## config.mk

```make
export PLATFORM = sky130hd
export DESIGN_NAME = mul4_seq_flat
export DESIGN_NICKNAME = d
export VERILOG_FILES = /design/src/rtl/mul4_seq_if.sv /design/src/rtl/mul4_seq.sv /design/src/flat_wrapper.sv
export SDC_FILE = /design/constraint.sdc
export NUM_CORES = 1
export LEC_CHECK = 0
export BUFFER_PORTS_ARGS = -buffer_cell sky130_fd_sc_hd__buf_2
export CAP_MARGIN = 15
export CORE_AREA = 2 2 52 54
export DETAILED_ROUTE_END_ITERATION = 10
export DIE_AREA = 0 0 54 56
export PLACE_DENSITY = 0.79
export SLEW_MARGIN = 25
export SYNTH_ARGS = -nofsm -noshare
export SYNTH_HDL_FRONTEND = slang
export SYNTH_SLANG_ARGS = --single-unit
```

## constraint.sdc

```tcl
create_clock -name clk -period 2.3 [get_ports clk]
set_input_delay 0.115 -clock clk [delete_from_list [all_inputs] [get_ports clk]]
set_output_delay 0.115 -clock clk [all_outputs]
set_load 0.01 [all_outputs]
```

## src/rtl/mul4_seq_if.sv

```systemverilog
// mul4_seq_if -- request/response bundle between the ALU control and the
// sequential 4x4 multiplier.
//
// Signals:
//   start  request; the multiplier samples it only while accepting (IDLE/DONE)
//   A, B   4-bit unsigned operands, captured on an accepted start
//   P      8-bit product, valid while done=1, held until the next result
//   busy   high while the multiplier is iterating
//   done   single-cycle pulse marking a fresh product on P
//
// Handshake: the requester raises start with A/B stable across a rising edge.
// If the multiplier is in IDLE or DONE at that edge, the request is accepted and the
// operands are captured. From then on, start, A and B are ignored until done
// pulses. A start held high through the done cycle is accepted again on the
// next edge, which gives back-to-back operation.
//
// Modports:
//   master  the requester (drives start/A/B, observes P/busy/done)
//   slave   the multiplier
interface mul4_seq_if;
  logic       start;
  logic [3:0] A;
  logic [3:0] B;
  logic [7:0] P;
  logic       busy;
  logic       done;

  modport master (output start, output A, output B,
                  input  P, input busy, input done);
  modport slave  (input  start, input A, input B,
                  output P, output busy, output done);
endinterface

```

## src/rtl/mul4_seq.sv

```systemverilog
// mul4_seq -- sequential 4x4 unsigned shift-and-add multiplier, 8-bit product.
//
// A single 4-bit ripple adder (sum4) is the only arithmetic element. It is
// reused once per iteration across four CALC cycles. The adder carry shifts
// into ACC[3], so every product up to 15*15 = 8'hE1 fits without overflow.
//
// Ports:
//   clk        rising-edge clock
//   reset      synchronous, active-high reset (wins in every state)
//   bus        mul4_seq_if.slave: start, A, B in; P, busy, done out
//   dbg_state  current FSM state (0=IDLE, 1=CALC, 2=DONE)
//
// Timing: if start is accepted at edge k, busy is high after edges k..k+3
// and done is high for one cycle after edge k+4. With start held high, the
// multiplier produces one product every 5 clocks.
//
// Optional build macro: MUL4_ZERO_SKIP_EN
//   When this macro is defined, an accepted start with A==0 or B==0 bypasses
//   CALC. P is loaded with 8'h00 and done rises right after the accepting
//   edge, and busy never asserts. When it is not defined, zero operands run
//   the full four iterations like any other operands.

// 4-bit ripple-carry adder built from a chain of full adders.
module sum4 (
  input  logic [3:0] a,
  input  logic [3:0] b,
  input  logic       c_in,
  output logic [3:0] s,
  output logic       c_out
);
  logic [4:0] c;

  always_comb begin
    c     = '0;
    s     = '0;
    c[0]  = c_in;
    for (int i = 0; i < 4; i++) begin
      s[i]     = a[i] ^ b[i] ^ c[i];
      c[i + 1] = (a[i] & b[i]) | (c[i] & (a[i] ^ b[i]));
    end
    c_out = c[4];
  end
endmodule

module mul4_seq (
  input  logic           clk,
  input  logic           reset,
  mul4_seq_if.slave      bus,
  output logic [1:0]     dbg_state
);
  typedef enum logic [1:0] {
    S_IDLE = 2'd0,
    S_CALC = 2'd1,
    S_DONE = 2'd2
  } state_t;

  state_t     state;
  logic [3:0] m_reg;    // multiplicand
  logic [3:0] q_reg;    // multiplier, fills with the low product bits
  logic [3:0] acc_reg;  // high product bits
  logic [1:0] cnt;
  logic [7:0] p_reg;
  logic       busy_reg;
  logic       done_reg;

  logic [3:0] addend;
  logic [3:0] sum;
  logic       carry;
  logic [3:0] acc_next;
  logic [3:0] q_next;
  logic       skip;

  // Add the multiplicand only when the current multiplier LSB is set.
  assign addend = q_reg[0] ? m_reg : 4'h0;

  sum4 u_sum4 (
    .a     (acc_reg),
    .b     (addend),
    .c_in  (1'b0),
    .s     (sum),
    .c_out (carry)
  );

  // Shift {carry, sum, Q} right by one. The carry becomes the new ACC MSB,
  // and the bit shifted out of sum moves into the top of Q.
  assign acc_next = {carry, sum[3:1]};
  assign q_next   = {sum[0], q_reg[3:1]};

`ifdef MUL4_ZERO_SKIP_EN
  assign skip = (bus.A == 4'h0) || (bus.B == 4'h0);
`else
  assign skip = 1'b0;
`endif

  always_ff @(posedge clk) begin
    if (reset) begin
      state    <= S_IDLE;
      m_reg    <= 4'h0;
      q_reg    <= 4'h0;
      acc_reg  <= 4'h0;
      cnt      <= 2'd0;
      p_reg    <= 8'h00;
      busy_reg <= 1'b0;
      done_reg <= 1'b0;
    end else begin
      case (state)
        S_IDLE, S_DONE: begin
          if (bus.start) begin
            if (skip) begin
              // A zero operand forces a zero product, so the iterations can be skipped.
              p_reg    <= 8'h00;
              state    <= S_DONE;
              busy_reg <= 1'b0;
              done_reg <= 1'b1;
            end else begin
              m_reg    <= bus.A;
              q_reg    <= bus.B;
              acc_reg  <= 4'h0;
              cnt      <= 2'd0;
              state    <= S_CALC;
              busy_reg <= 1'b1;
              done_reg <= 1'b0;
            end
          end else begin
            state    <= S_IDLE;
            busy_reg <= 1'b0;
            done_reg <= 1'b0;
          end
        end

        S_CALC: begin
          acc_reg <= acc_next;
          q_reg   <= q_next;
          cnt     <= cnt + 2'd1;
          if (cnt == 2'd3) begin
            p_reg    <= {acc_next, q_next};
            state    <= S_DONE;
            busy_reg <= 1'b0;
            done_reg <= 1'b1;
          end
        end

        default: begin
          state    <= S_IDLE;
          busy_reg <= 1'b0;
          done_reg <= 1'b0;
        end
      endcase
    end
  end

  assign bus.P     = p_reg;
  assign bus.busy  = busy_reg;
  assign bus.done  = done_reg;
  assign dbg_state = state;
endmodule

```

## src/flat_wrapper.sv

```systemverilog
// flat-port wrapper written by rule: the top's interface ports become plain ports
module mul4_seq_flat 
  (clk, reset, dbg_state, bus_start, bus_A, bus_B, bus_P, bus_busy, bus_done);
  mul4_seq_if bus_i ();
  input  logic clk;
  input  logic reset;
  output logic [1:0] dbg_state;
  input wire logic [$bits(bus_i.start)-1:0] bus_start;
  input wire logic [$bits(bus_i.A)-1:0] bus_A;
  input wire logic [$bits(bus_i.B)-1:0] bus_B;
  output wire logic [$bits(bus_i.P)-1:0] bus_P;
  output wire logic [$bits(bus_i.busy)-1:0] bus_busy;
  output wire logic [$bits(bus_i.done)-1:0] bus_done;
  assign bus_i.start = bus_start;
  assign bus_i.A = bus_A;
  assign bus_i.B = bus_B;
  assign bus_P = bus_i.P;
  assign bus_busy = bus_i.busy;
  assign bus_done = bus_i.done;
  mul4_seq u_core (.clk(clk), .reset(reset), .bus(bus_i), .dbg_state(dbg_state));
endmodule
```

==> results of run 1 <==
[routing by layer]
layer  routed length [µm]  track usage
met1                  956        0.183
met2                 1060        0.275
met3                   45       0.0242
met4                   42       0.0750
met5                    0            0
[Yosys cell counts, drive strengths merged, types with 3 or more instances]
cell type	number	area [µm²]
nand2b	7	43.8
mux2i	4	40.0
nand3	6	30.0
nor3	9	45.0
inv	4	15.0
a211oi	4	50.1
dfxtp	26	521
nand2	12	45.0
fa	3	60.1
nor2	10	47.5
a21oi	11	55.1
o22ai	4	25.0
buf	8	60.1
nor2b	3	18.8
[report_power, final]
part / total, mW / internal [mW] / switching (mW)
Clock: 0.229 / 0.0968 / 0.132
Combinational: 0.0825 / 0.0322 / 0.0503
Sequential: 0.480 / 0.468 / 0.0117
Total: 0.791 / 0.597 / 0.194
[metrics by stage]
step                 TNS, ns  power (mW)  instance area, µm²  hold WS (ns)
floorplan                  0       0.548                1120         0.251
global placement           0       0.566                1210         0.356
detailed placement         0       0.570                1210         0.363
CTS                        0       0.796                1250        0.0125
global route        -0.00861       0.822                1270        0.0105
finish                     0       0.791                1270       0.00729
[final timing paths]
kind	cells after the start	endpoint	slack, ns
hold / removal	3	u_core.m_reg[1]	0.007
setup / recovery	8	u_core.acc_reg[2]	0.1
hold reg to reg	2	u_core.m_reg[0]	0.46
setup reg to reg	8	u_core.acc_reg[2]	0.1
[worst max-delay path, stage by stage, from the launching register on]
cell	delay (ns)
dfxtp_2	0.34
and2_1	0.12
ha_1	0.13
inv_1	0.05
fa_2	0.34
fa_2	0.37
fa_1	0.50
nand2b_4	0.16
a21oi_2	0.15
[cell type report]
cell class | count | area (µm²) | share of cell area
Multi-Input combinational cell | 79 | 532 | 0.419
Sequential cell | 26 | 523 | 0.412
Timing Repair Buffer | 24 | 125 | 0.0986
Clock buffer | 4 | 36.3 | 0.0286
Inverter | 4 | 15.0 | 0.0118
Tap cell | 30 | 37.5 | 0.0296
[kinds of logic after synthesis]
kind of cell / count (synthesis) / synth area share
compound gates: 20 / 0.123
fa+ha+maj: 5 / 0.0760
buf+inv: 14 / 0.0748
flops: 26 / 0.465
mux: 4 / 0.0358
simple gates: 50 / 0.226
==> summary.txt, run 1 <==
Status
  – Status: completed

Cells and area
  – Layout cells sized above 1: 0.307
  – Synth-to-layout area growth: 13.3%
  – Largest register FFs: 8
  – Commonest non-fill, non-tap cell in the layout: dfxtp_1
  – Ant. Diodes: 0
  – Final Net Count: 154
  – Cell Count, Final, Fillers Out: 167
  – Fill count: 231
  – Layout Utilization: 0.522
  – Most frequent cells in the layout: 24 x dfxtp_1, 22 x buf_2, 12 x nand2_1

Placed design
  – Place WS: 0.0824 ns
  – Final HPWL DP: 1460 µm
  – Cells after DPL: 163
  – Gpl congestion: 0.727
  – IO Port Bufs: 22

Min path
  – Hold Path Origin: bus_A[1]
  – Tightest Hold Check Type: input pin to flop

Drt
  – DR DRC count: 0
  – 1st-iter DRT viols: 10
  – Routed len/inst: 12.6 µm
  – Vias per cell: 5.20
  – Remaining antenna violation count: 0
  – Vias: 869
  – DRT Wirelength: 2100 µm
  – Total iterations of the first detailed-routing run: 4

Logic synthesis
  – Asr flop ratio synth: 0
  – Yosys Warn Count: 0
  – Yosys reg bits: 26
  – Post-synth EDFFs: 0
  – Post-synthesis sequential area ratio: 0.465
  – Cell count after synthesis: 119
  – Mapped Area: 0.00112 mm²
  – Synth cell types: 25
  – Primary FF master, synth: dfxtp_1
  – Syn_nets: 135
  – Avg Cell Area, Syn: 9.41 µm²

Global route
  – Vias in the first global route: 855
  – Grt total ovfl: 0
  – Largest net degree at the start of global routing: 27
  – Initial antenna violation count: 0
  – First-pass GRT wire length: 3570 µm
  – Gr usage total: 0.159

Clocking
  – CTS Hold Bufs: 0
  – CTS Root Cell: clkbuf_4
  – Clock transition at path regs: 0.14 ns
  – Cts repair resizes: 0
  – CTS Sinks: 26
  – CTS Buffer Depth: 2
  – Setup Buffers After CTS: 0
  – Worst-Skew Late Latency: 0.32 ns
  – CTS tree: yes
  – H-tree depth: 1
  – Num CTS Buffers: 3

STA
  – Fmax: 0.454 GHz
  – Final Setup Violations: 0
  – Slew Limit Fails: 0
  – Clock skew: 0.00916 ns
  – Setup ws final: 0.0972 ns
  – RSZ-0062 raised after global routing: yes
  – Period utilization: 0.958
  – Max_slew headroom: 0.365
  – Final Hold Fails: 0
  – Tightest Pin Transition: 0.951 ns
  – Tmin final: 2.20 ns

Floorplan
  – Starting Density: 0.460
  – IO Pins: 23
  – Die area: 0.00302 mm²
  – # rows: 18
  – Die width: 54 µm
  – Die Ht: 56 µm
  – Total core area: 0.00243 mm²

Worst setup path
  – Critical path peak fanout: 2
  – Worst Path Arrival: 2.47 ns
  – CP startpoint: u_core.q_reg[0]
  – CP Launch Type: flop
  – R2r startpoint: u_core.q_reg[0]
  – Required @ worst endpoint: 2.57 ns
  – WS Path Type: flop to flop
  – Crit. End Element: flop

Pwr
  – Static leakage: 0.492 nW
  – PwrDens: 624 mW/mm²
  – Max IR drop VDD: 325 µV

Flow run
  – Maxcap violations: 0
Note: power is estimated with default switching activity, not from simulation.
==> run 2: changes to the inputs <==
--- a/config.mk
+++ b/config.mk
@@ -7,9 +7,9 @@
 export LEC_CHECK = 0
 export BUFFER_PORTS_ARGS = -buffer_cell sky130_fd_sc_hd__buf_2
 export CAP_MARGIN = 15
-export CORE_AREA = 2 2 52 54
+export CORE_AREA = 5 5 55 57
 export DETAILED_ROUTE_END_ITERATION = 10
-export DIE_AREA = 0 0 54 56
+export DIE_AREA = 0 0 60 62
 export PLACE_DENSITY = 0.79
 export SLEW_MARGIN = 25
 export SYNTH_ARGS = -nofsm -noshare
==> summary.txt, run 2 (synthesized netlist as in run 1, its figures left out) <==
Cells and area
  – Fill count: 232 (was 231)
  – Post-route cell area: 0.00128 mm² (was 0.00127 mm²)
  – Ant. Diodes: 0 (unchanged)
  – Most frequent cells in the layout: 24 x dfxtp_1, 22 x buf_2, 12 x nand2_1 (unchanged)
  – Synth-to-layout area growth: 14.7% (was 13.3%)
  – Layout cells sized above 1: 0.304 (was 0.307)
  – Commonest non-fill, non-tap cell in the layout: dfxtp_1 (unchanged)
  – Largest register FFs: 8 (unchanged)
  – Cell Count, Final, Fillers Out: 168 (was 167)
  – Final Net Count: 155 (was 154)

Worst setup path
  – Worst Path Arrival: 2.48 ns (was 2.47 ns)
  – WS Path Type: flop to flop (unchanged)
  – Critical path peak fanout: 2 (unchanged)
  – Max incr delay on CP: 0.47 ns (was 0.50 ns)
  – CP startpoint: u_core.q_reg[0] (unchanged)
  – Reg2reg end: u_core.acc_reg[2] (unchanged)
  – Top delay family on crit path: adder cells (unchanged)
  – Crit path top cell by count: fa_2 (unchanged)
  – CP Launch Type: flop (unchanged)
  – Crit. End Element: flop (unchanged)
  – R2r startpoint: u_core.q_reg[0] (unchanged)
  – R2r setup slk: 0.08 ns (was 0.1 ns)
  – CP bufs+invs: 1 (unchanged)
  – Worst reg2reg path depth: 8 (unchanged)
  – Required @ worst endpoint: 2.56 ns (was 2.57 ns)
  – Critical Path End: u_core.acc_reg[2] (unchanged)
  – CP Cell Sequence: and2_1, ha_1, inv_1, fa_2, fa_2, fa_1, nand2b_1, a21oi_2 (was and2_1, ha_1, inv_1, fa_2, fa_2, fa_1, nand2b_4, a21oi_2)
  – WP depth: 8 (unchanged)
  – Crit path max-delay cell type: fa_1 (unchanged)

Status
  – Status: completed (unchanged)

Placed design
  – Final HPWL DP: 1560 µm (was 1460 µm)
  – IO Port Bufs: 22 (unchanged)
  – Place WS: 0.0768 ns (was 0.0824 ns)
  – Gpl congestion: 0.758 (was 0.727)
  – Cells after DPL: 163 (unchanged)
  – Post-DP Area: 0.00121 mm² (unchanged)

Drt
  – Metal3 WL: 61 µm (was 45 µm)
  – Remaining antenna violation count: 0 (unchanged)
  – Total iterations of the first detailed-routing run: 4 (unchanged)
  – Routed len/inst: 13.3 µm (was 12.6 µm)
  – Vias per cell: 5.17 (was 5.20)
  – Met1 wire length: 981 µm (was 956 µm)
  – Detail Route met2 WL: 1140 µm (was 1060 µm)
  – 1st-iter DRT viols: 17 (was 10)
  – DR DRC count: 0 (unchanged)
  – Max Used Layer: met4 (unchanged)
  – DRT Wirelength: 2240 µm (was 2100 µm)
  – Vias: 869 (unchanged)

STA
  – Period utilization: 0.965 (was 0.958)
  – Final setup TNS: 0 ns (unchanged)
  – Setup ws final: 0.0814 ns (was 0.0972 ns)
  – Clock skew: 0.00694 ns (was 0.00916 ns)
  – Fin Hold WS: 0.0151 ns (was 0.00729 ns)
  – Max_slew headroom: 0.488 (was 0.365)
  – Final Setup Violations: 0 (unchanged)
  – Fmax: 0.451 GHz (was 0.454 GHz)
  – Tightest Pin Transition: 0.767 ns (was 0.951 ns)
  – Slew Limit Fails: 0 (unchanged)
  – RSZ-0062 raised after global routing: yes (unchanged)
  – Tmin final: 2.22 ns (was 2.20 ns)
  – Final Hold Fails: 0 (unchanged)

Pwr
  – Max IR drop VDD: 426 µV (was 325 µV)
  – Reg power frac: 0.548 (was 0.607)
  – PwrDens: 680 mW/mm² (was 624 mW/mm²)
  – Static leakage: 0.493 nW (was 0.492 nW)
  – Switching pwr: 0.198 mW (was 0.194 mW)
  – Net Sw Frac: 0.226 (was 0.245)
  – Comb power frac: 0.095 (was 0.104)
  – Clk pwr share: 0.357 (was 0.289)
  – Cell internal pwr: 0.677 mW (was 0.597 mW)

Min path
  – Hold Path Origin: bus_A[0] (was bus_A[1])
  – Tightest Hold Check Type: input pin to flop (unchanged)

Clocking
  – Num CTS Buffers: 3 (unchanged)
  – H-tree depth: 1 (unchanged)
  – CTS Sinks: 26 (unchanged)
  – CTS tree: yes (unchanged)
  – CTS Root Cell: clkbuf_4 (unchanged)
  – CTS Hold Bufs: 0 (unchanged)
  – Worst-Skew Late Latency: 0.32 ns (about the same)
  – Clock transition at path regs: 0.14 ns (about the same)
  – CTS Buffer Depth: 2 (unchanged)

Global route
  – Largest net degree at the start of global routing: 27 (unchanged)
  – Vias in the first global route: 870 (was 855)
  – Grt total ovfl: 0 (unchanged)
  – Gr usage total: 0.132 (was 0.159)
  – Initial antenna violation count: 0 (unchanged)
  – First-pass GRT wire length: 3680 µm (was 3570 µm)

Floorplan
  – IO Pins: 23 (unchanged)
  – Die width: 60 µm (was 54 µm)
  – Starting Density: 0.460 (unchanged)
  – Die area: 0.00372 mm² (was 0.00302 mm²)
  – # rows: 18 (unchanged)
  – Total core area: 0.00243 mm² (unchanged)
  – Die Ht: 62 µm (was 56 µm)

Flow run
  – Maxcap violations: 0 (unchanged)
## run 2: changes by cell type in the layout (fill, tap and decap cells not counted), sizes merged
cell / change
buf: +1
bufinv: +1
clkbuf: -1
## run 2: how the worst min path moves through the flow
stage                     slack [ns]  cells after the start              end
after detailed placement        0.36                      3  u_core.m_reg[1]
after CTS                       0.02                      3  u_core.m_reg[1]
after global placement          0.36                      3  u_core.m_reg[1]
after global routing            0.02                      3  u_core.m_reg[0]
after floorplan                 0.25                      2  u_core.m_reg[0]
final                           0.02                      3  u_core.m_reg[0]
## run 2: metrics by stage
| step | total power [mW] | util |
|---|---|---|
| floorplan | 0.548 | - |
| global placement | 0.566 | 0.499 |
| detailed placement | 0.571 | 0.499 |
| CTS | 0.876 | 0.521 |
| global route | 0.903 | 0.528 |
| finish | 0.874 | 0.528 |
## run 2: what timing repair did
item	in CTS	in global routing
resized for setup	0	5
setup endpoints to repair	0	2
setup buffers	0	1
## run 2: power groups by stage
| stage | logic, mW | clock network [mW] | registers [mW] |
|---|---|---|---|
| after floorplan | 0.0595 | 0 | 0.488 |
| after global placement | 0.0788 | 0 | 0.487 |
| after detailed placement | 0.0826 | 0 | 0.489 |
| after CTS | 0.0827 | 0.314 | 0.479 |
| after global routing | 0.0924 | 0.329 | 0.482 |
| final | 0.0829 | 0.312 | 0.480 |
## run 2: tightest hold or removal path: stages
cell and delay [ns]:
buf_2 0.10, nand2_1 0.05, a21oi_1 0.05
## run 2: layout make-up
cell class                 count  area (µm²)  area share
clock inverter                 1        30.0      0.0234
timing repair buffer          25         133       0.103
multi-input combinational     79         524       0.408
clock buffer                   3        22.5      0.0175
tap                           30        37.5      0.0292
inverter                       4        15.0      0.0117
sequential                    26         523       0.407
## run 2: metal layers
metal,up-vias,track usage
li1,436,-
met1,415,0.146
met2,14,0.239
met3,4,0.0124
met4,0,0.0886
met5,-,0
